===== config.mk =====
export PLATFORM = sky130hd
export DESIGN_NAME = rr_decode_arbiter_flat
export DESIGN_NICKNAME = d
export VERILOG_FILES = /design/src/rtl/rr_decode_arbiter_if.sv /design/src/rtl/rr_decode_arbiter.sv /design/src/flat_wrapper.sv
export SDC_FILE = /design/constraint.sdc
export NUM_CORES = 1
export LEC_CHECK = 0
export ABC_AREA = 1
export CORE_MARGIN = 8
export CORE_UTILIZATION = 40
export CTS_CLUSTER_DIAMETER = 80
export DETAILED_ROUTE_END_ITERATION = 16
export PLACE_DENSITY = 0.61
export SYNTH_ARGS = -nofsm -noshare
export SYNTH_HDL_FRONTEND = slang
export SYNTH_SLANG_ARGS = --single-unit

===== constraint.sdc =====
create_clock -name clk -period 4.2 [get_ports clk]
set_clock_uncertainty 0.05 [all_clocks]
set_input_delay 0.63 -clock clk [delete_from_list [all_inputs] [get_ports clk]]
set_output_delay 0.63 -clock clk [all_outputs]
set_load 0.02 [all_outputs]

===== src/rtl/rr_decode_arbiter_if.sv =====
// Request/grant bundle between the requesters and the round-robin arbiter.
// The master drives req/done; the slave (the arbiter) drives the grant outputs.
interface rr_decode_arbiter_if;
  logic [7:0] req;
  logic       done;
  logic [7:0] gnt;
  logic [2:0] gnt_id;
  logic       gnt_valid;
  logic       timeout;

  modport master (
    output req,
    output done,
    input  gnt,
    input  gnt_id,
    input  gnt_valid,
    input  timeout
  );

  modport slave (
    input  req,
    input  done,
    output gnt,
    output gnt_id,
    output gnt_valid,
    output timeout
  );
endinterface


===== src/rtl/rr_decode_arbiter.sv =====
// Eight-way round-robin arbiter with a registered one-hot select decode and a hold
// timeout. Every release passes through one idle cycle before the next owner is granted.
module rr_decode_arbiter #(
  parameter int unsigned MAX_HOLD = 15,
  parameter int unsigned CNT_W    = 8
) (
  input logic                clk,
  input logic                rst,
  rr_decode_arbiter_if.slave bus
);

  typedef enum logic {StIdle, StGrant} state_e;

  state_e             state_q;
  logic [2:0]         ptr_q;
  logic [CNT_W-1:0]   hold_cnt_q;
  logic [7:0]         gnt_q;
  logic [2:0]         gnt_id_q;
  logic               gnt_valid_q;
  logic               timeout_q;

  logic               win_found;
  logic [2:0]         win_id;
  logic               at_limit;
  logic               owner_req;
  logic               release_now;

  // Scan ptr, ptr+1, ... with 3-bit wrap; the first set request wins.
  always_comb begin
    win_found = 1'b0;
    win_id    = 3'd0;
    for (int i = 0; i < 8; i++) begin
      logic [2:0] idx;
      idx = ptr_q + 3'(i);
      if (!win_found && bus.req[idx]) begin
        win_found = 1'b1;
        win_id    = idx;
      end
    end
  end

  assign at_limit    = (hold_cnt_q == CNT_W'(MAX_HOLD));
  assign owner_req   = bus.req[gnt_id_q];
  assign release_now = bus.done || !owner_req || at_limit;

  always_ff @(posedge clk or posedge rst) begin
    if (rst) begin
      state_q     <= StIdle;
      ptr_q       <= 3'd0;
      hold_cnt_q  <= '0;
      gnt_q       <= 8'h00;
      gnt_id_q    <= 3'd0;
      gnt_valid_q <= 1'b0;
      timeout_q   <= 1'b0;
    end else begin
      timeout_q <= 1'b0;
      unique case (state_q)
        StIdle: begin
          if (win_found) begin
            state_q     <= StGrant;
            gnt_id_q    <= win_id;
            gnt_q       <= 8'b1 << win_id;
            gnt_valid_q <= 1'b1;
            hold_cnt_q  <= CNT_W'(1);
          end
        end
        StGrant: begin
          if (release_now) begin
            state_q     <= StIdle;
            gnt_q       <= 8'h00;
            gnt_valid_q <= 1'b0;
            ptr_q       <= gnt_id_q + 3'd1;
            hold_cnt_q  <= '0;
            // Only a pure hold-limit release is reported; done or withdrawal wins.
            timeout_q   <= at_limit && !bus.done && owner_req;
          end else begin
            hold_cnt_q <= hold_cnt_q + CNT_W'(1);
          end
        end
        default: state_q <= StIdle;
      endcase
    end
  end

  assign bus.gnt       = gnt_q;
  assign bus.gnt_id    = gnt_id_q;
  assign bus.gnt_valid = gnt_valid_q;
  assign bus.timeout   = timeout_q;

endmodule

===== src/flat_wrapper.sv =====
// flat-port wrapper written by rule: the top's interface ports become plain ports
module rr_decode_arbiter_flat 
#(
  parameter int unsigned MAX_HOLD = 15,
  parameter int unsigned CNT_W    = 8
)
  (clk, rst, bus_req, bus_done, bus_gnt, bus_gnt_id, bus_gnt_valid, bus_timeout);
  rr_decode_arbiter_if bus_i ();
  input logic clk;
  input logic rst;
  input wire logic [$bits(bus_i.req)-1:0] bus_req;
  input wire logic [$bits(bus_i.done)-1:0] bus_done;
  output wire logic [$bits(bus_i.gnt)-1:0] bus_gnt;
  output wire logic [$bits(bus_i.gnt_id)-1:0] bus_gnt_id;
  output wire logic [$bits(bus_i.gnt_valid)-1:0] bus_gnt_valid;
  output wire logic [$bits(bus_i.timeout)-1:0] bus_timeout;
  assign bus_i.req = bus_req;
  assign bus_i.done = bus_done;
  assign bus_gnt = bus_i.gnt;
  assign bus_gnt_id = bus_i.gnt_id;
  assign bus_gnt_valid = bus_i.gnt_valid;
  assign bus_timeout = bus_i.timeout;
  rr_decode_arbiter #(.MAX_HOLD(MAX_HOLD), .CNT_W(CNT_W)) u_core (.clk(clk), .rst(rst), .bus(bus_i));
endmodule

==> results.sh, run 1 <==
export IMPL_nFillCells=529
export IMPL_cts_sinks=25
export IMPL_drv_slew=0
export IMPL_cts_buffers=3
export IMPL_core_area_mm2=0.00504
export IMPL_startpoint_type="flip-flop"
export IMPL_layout_setup_ws_ps=1090
export IMPL_synth_seq_area_share_pct=30.3
export IMPL_place_gp_congestion=0.930
export IMPL_critPathTopFamily="simple AND/OR/NAND/NOR gates"
export IMPL_dp_hpwl_mm=4.13
export IMPL_num_rows=26
export IMPL_critical_path_arrival_ps=3260
export IMPL_clockBufferDepth=2
export IMPL_post_route_min_period_ps=3110
export IMPL_antenna_found_initial=0
export IMPL_hold_buffers=0
export IMPL_dieHeight_um=87.8
export IMPL_setup_viol=0
export IMPL_viasPerCell=5.04
export IMPL_finalHoldWorstSlack_ps=436
export IMPL_tightest_slew_ps=913
export IMPL_area_growth_synth_to_final_pct=16.1
export IMPL_slew_headroom_pct=39.1
export IMPL_synth_ff_type="dfrtp_1"
export IMPL_synthesis_nets=308
export IMPL_crit_chain="inv_2 -> ha_1 -> inv_1 -> nand3_1 -> nand2_1 -> nand2_1 -> nand2_1 -> nand3_2 -> nor2_4 -> nand4_2 -> clkinv_1 -> nand2_1 -> nand3_1 -> nand2_1 -> o21bai_1"
export IMPL_ys_warn_count=0
export IMPL_seq_area_um2=626
export IMPL_nNetsFinal=332
export IMPL_setup_tns_ps=0
export IMPL_ant_nets=0
export IMPL_grt_max_degree=26
export IMPL_vias=1944
export IMPL_fin_crit_sh_pct=74.1
export IMPL_syn_area_per_cell_um2=7.04
export IMPL_die_width_um=87.8
export IMPL_required_ps=4350
export IMPL_cts_root_buf="clkbuf_8"
export IMPL_diodes=0
export IMPL_min_from="u_core.bus.gnt[1]"
export IMPL_first_iter_violations=177
export IMPL_wl_per_cell_um=13.4
export IMPL_cts_resized=0
export IMPL_numPortBuffers=23
export IMPL_cap_violations=0
export IMPL_crit_path_end_kind="flip-flop"
export IMPL_start_util_pct=40.9
export IMPL_holdPathEnd="u_core.bus.gnt[1]"
export IMPL_multi_input_area_mm2=0.00127
export IMPL_status="complete, no violations"
export IMPL_crit_buf_inv=3
export IMPL_cpMostUsedCell="nand2_1"
export IMPL_cts_clk_slew_worst_paths_ps=90
export IMPL_r2r_end="u_core.bus.gnt[7]"
export IMPL_cpPeakStageDelay_ps=660
export IMPL_synth_enable_flop_cells=0
export IMPL_insertion_delay_ps=270
export IMPL_synth_async_reset_ratio_pct=100
export IMPL_critPathLaunch="u_core.ptr_q[0]"
export IMPL_drt_total_wl_mm=5.16
export IMPL_ff2ff_setup_slack_ps=1090
export IMPL_drive_gt1_share_pct=11.7
export IMPL_synth_most_common_cell="nand2_1"
export IMPL_ys_ff_latch=25
export IMPL_dp_slack_ps=1140
export IMPL_grt_pass1_vias=1927
export IMPL_grtUsageTotal_pct=14.7
export IMPL_post_cts_buffers=0
export IMPL_grt_overflow=0
export IMPL_path_class="reg -> reg"
export IMPL_io_pins=24
export IMPL_yosys_top_cells_area="dfrtp_1 30%, nand2_1 15%, nand3_1 8.7%"
export IMPL_whs_path_depth=2
export IMPL_rsz0062_at_grt="no"
export IMPL_crit_fanout=16
export IMPL_grt_pass1_wl_mm=8.98
export IMPL_synth_largest_area_cell="dfrtp_1"
export IMPL_cts_tree="built"
export IMPL_synth_top_cell_area_share_pct=30.3
export IMPL_fmax_mhz=321
export IMPL_hold_viol=0
export IMPL_die_area_mm2=0.00771
export IMPL_synth_cell_types=34
export IMPL_dr_pass1_iters=4
export IMPL_rr_worst_depth=15
export IMPL_hold_class="reg -> reg"
export IMPL_syn_inst=293
export IMPL_post_route_drc_count=0
export IMPL_slowest_stage="dfrtp_1"
export IMPL_synthTopCellsByCount="83 x nand2_1, 36 x nand3_1, 33 x nor2_1, 28 x inv_1, 25 x dfrtp_1"
export IMPL_syn_cell_area_mm2=0.00206
export IMPL_r2r_start="u_core.ptr_q[0]"
export IMPL_htree_levels=1
layout by cell type, fill, tap and decap left out, drive strengths merged:
master | netlist | final
nand3 | 45 | 45
o211ai | 1 | 1
clkinv | 2 | 3
xor2 | 6 | 6
clkdlybuf4s50 | 0 | 23
o22ai | 4 | 4
xnor2 | 5 | 5
a21oi | 2 | 2
a21boi | 1 | 1
nor2 | 37 | 37
inv | 33 | 33
o21bai | 4 | 4
a31oi | 1 | 1
clkbuf | 0 | 3
dfrtp | 25 | 25
nand2 | 92 | 92
ha | 4 | 4
nor3 | 4 | 4
o21ai | 11 | 11
nand4 | 10 | 10
o32ai | 2 | 2
worst max path at each step:
| stage | endpoint | slack [ps] | cells after the start |
|---|---|---|---|
| CTS | u_core.hold_cnt_q[4] | 1120 | 11 |
| global placement | u_core.bus.gnt[7] | 1210 | 15 |
| floorplan | u_core.bus.gnt[4] | 1690 | 17 |
| global route | u_core.bus.gnt[1] | 740 | 15 |
| detailed placement | u_core.hold_cnt_q[4] | 1140 | 11 |
| finish | u_core.bus.gnt[7] | 1090 | 15 |
state kept, by name, indices dropped and copies added (netlist names):
signal / cells
u_core.ptr_q: 3
u_core.bus.gnt_id: 3
u_core.hold_cnt_q: 8
u_core.state_q: 1
u_core.bus.gnt_valid: 1
u_core.bus.timeout: 1
u_core.bus.gnt: 8
cell type report:
class                           count  area share [%]
Inverter                           35            5.64
Tap cell                           70            3.66
Multi-Input combinational cell    229            53.0
Timing Repair Buffer               23            9.61
Sequential cell                    25            26.1
Clock buffer                        3            1.72
Clock inverter                      1           0.209
logic make-up after synthesis:
logic type	synth area share, %
xor gates and xnor gates	5.40
AOI/OAI and AO/OA	8.43
and+or+nand+nor	45.3
adders and majority gates	2.43
DFF	30.3
buffers and inverters	8.07
stage by stage:
step	utilization (%)	area, um2	cells
3_5_place_dp	46.6	2350	382
6_report	47.5	2390	386
3_3_place_gp	46.6	2350	382
4_1_cts	47.5	2390	386
5_1_grt	47.5	2390	386
2_1_floorplan	-	2060	293
per-layer routing:
layer,track usage (%),part of all wire (%),vias to the layer above
met5,0,0,-
met4,5.63,2.1,0
met3,3.19,7.7,10
met2,21.5,41,67
met1,20.3,49,864
li1,-,-,1003
tightest hold or removal path, cell delays in order (launching register included):
cell     delay, ps
dfrtp_1        350
nand2_1         50
nand2_1         50
Power of run 1 is left out: the tool's default activity adds up to more than one toggle a clock period on the data nets, which glitch-free logic cannot reach.
==> inputs of run 2 (changes only) <==
PLACE_DENSITY = 0.64   (was 0.61)
clock period = 2.8 ns   (was 4.2 ns; I/O delays follow)
==> run 2 against run 1 <==
Net effect:
- register-to-register slack got worse by 850 ps
- largest cell class unchanged
- sequential share of layout area fell by 0.43 points
- critical path depth fell by 4
- flip-flop and latch count did not move
- non-clock buffer count rose by 5
==> results.sh, run 2 (synthesis results as in run 1) <==
export IMPL_status="complete, no violations"
export IMPL_path_class="reg -> reg"
export IMPL_layout_common_cells="83 x nand2_1, 36 x nand3_1, 33 x nor2_1"
export IMPL_rsz0062_at_grt="no"
export IMPL_insertion_delay_ps=270
export IMPL_post_route_min_period_ps=2560
export IMPL_grt_pass1_wl_mm=8.40
export IMPL_grtUsageTotal_pct=13.5
export IMPL_fin_crit_sh_pct=91.5
export IMPL_ant_nets=0
export IMPL_fmax_mhz=390
export IMPL_hold_class="reg -> reg"
export IMPL_start_util_pct=40.9
export IMPL_io_pins=24
export IMPL_post_cts_buffers=0
export IMPL_core_area_mm2=0.00504
export IMPL_grt_max_degree=26
export IMPL_cts_root_buf="clkbuf_8"
export IMPL_diodes=0
export IMPL_tightest_slew_ps=469
export IMPL_cts_clk_slew_worst_paths_ps=90
export IMPL_rr_worst_depth=11
export IMPL_drive_gt1_share_pct=13.4
export IMPL_dp_cells=387
export IMPL_grt_overflow=0
export IMPL_dp_hpwl_mm=4.04
export IMPL_grtUsageMet1_pct=19.5
export IMPL_antenna_found_initial=0
export IMPL_drt_total_wl_mm=4.93
export IMPL_cap_violations=0
export IMPL_drv_slew=0
export IMPL_place_gp_congestion=0.883
export IMPL_dieHeight_um=87.8
export IMPL_area_growth_synth_to_final_pct=18.1
export IMPL_viasPerCell=4.90
export IMPL_grt_use_met3_pct=2.44
export IMPL_htree_levels=1
export IMPL_wl_per_cell_um=12.6
export IMPL_final_common_cell="nand2_1"
export IMPL_num_rows=26
export IMPL_first_iter_violations=154
export IMPL_whs_path_depth=2
export IMPL_setup_tns_ps=0
export IMPL_numPortBuffers=23
export IMPL_final_util_pct=48.3
export IMPL_crit_path_end_kind="flip-flop"
export IMPL_layout_setup_ws_ps=237
export IMPL_stdcell_count=391
export IMPL_nFillCells=500
export IMPL_cts_buffers=3
export IMPL_post_route_drc_count=0
export IMPL_hold_viol=0
export IMPL_dr_pass1_iters=5
export IMPL_slew_headroom_pct=68.7
export IMPL_required_ps=2930
export IMPL_cts_sinks=25
export IMPL_use_met2_pct=20.5
export IMPL_die_width_um=87.8
export IMPL_dp_slack_ps=167
export IMPL_grt_busiest_layer="met2"
export IMPL_die_area_mm2=0.00771
export IMPL_setup_viol=0
export IMPL_ff2ff_setup_slack_ps=240
export IMPL_vias=1914
export IMPL_grt_pass1_vias=1782
export IMPL_crit_fanout=7
export IMPL_critical_path_arrival_ps=2700
export IMPL_nNetsFinal=337
export IMPL_clockBufferDepth=2
export IMPL_startpoint_type="flip-flop"
export IMPL_cts_tree="built"
## run 2: cell types whose count changed in the layout (fill, tap and decap cells not counted)
cell / delta
inv_1: -1
buf_4: +5
inv_2: +1
clkinvlp_4: +1
clkinv_2: -1
## run 2: repair_timing
action / 4_1_cts / 5_1_grt
endpoints found under the hold margin: 0 / 0
setup endpoints to repair: 0 / 17
hold buffers: 0 / 0
resized for setup: 0 / 1
## run 2: critical path, stage by stage (launching register included)
cell and delay (ps):
dfrtp_1 390, inv_2 50, ha_1 400, inv_2 170, nand3_1 130, nand3_1 160
nand2_4 90, nor2_8 120, nand4_4 130, nor2_4 190, nand4_1 310, o21ai_0 280
## run 2: path summary, 6_finish.rpt
check	startpoint	endpoint
max reg2reg	u_core.ptr_q[0]	u_core.hold_cnt_q[4]
max in group asynchronous	rst	u_core.bus.gnt_id[0]
min in group asynchronous	rst	u_core.bus.timeout
max	u_core.ptr_q[0]	u_core.hold_cnt_q[4]
min reg2reg	u_core.bus.gnt[0]	u_core.bus.gnt[0]
min	u_core.bus.gnt[0]	u_core.bus.gnt[0]
## run 2: through the flow
stage	hold WS [ps]	instance area (um2)
after floorplan	397	2060
after global placement	416	2390
after detailed placement	419	2390
after CTS	440	2430
after global routing	449	2430
final	430	2430
## run 2: metal layers
metal	up-vias	part of all wire (%)
li1	1012	-
met1	859	51
met2	41	45
met3	2	4.0
met4	0	0.37
met5	-	0
## run 2: final cells by class
| type | instances | area (um2) | area share [%] |
|---|---|---|---|
| Clock buffer | 3 | 41.3 | 1.70 |
| Clock inverter | 1 | 7.51 | 0.308 |
| Multi-Input combinational cell | 229 | 1270 | 52.2 |
| Timing Repair Buffer | 28 | 268 | 11.0 |
| Sequential cell | 25 | 626 | 25.7 |
| Inverter | 35 | 135 | 5.55 |
| Tap cell | 70 | 87.6 | 3.60 |
Power of run 2 is left out for the same reason.
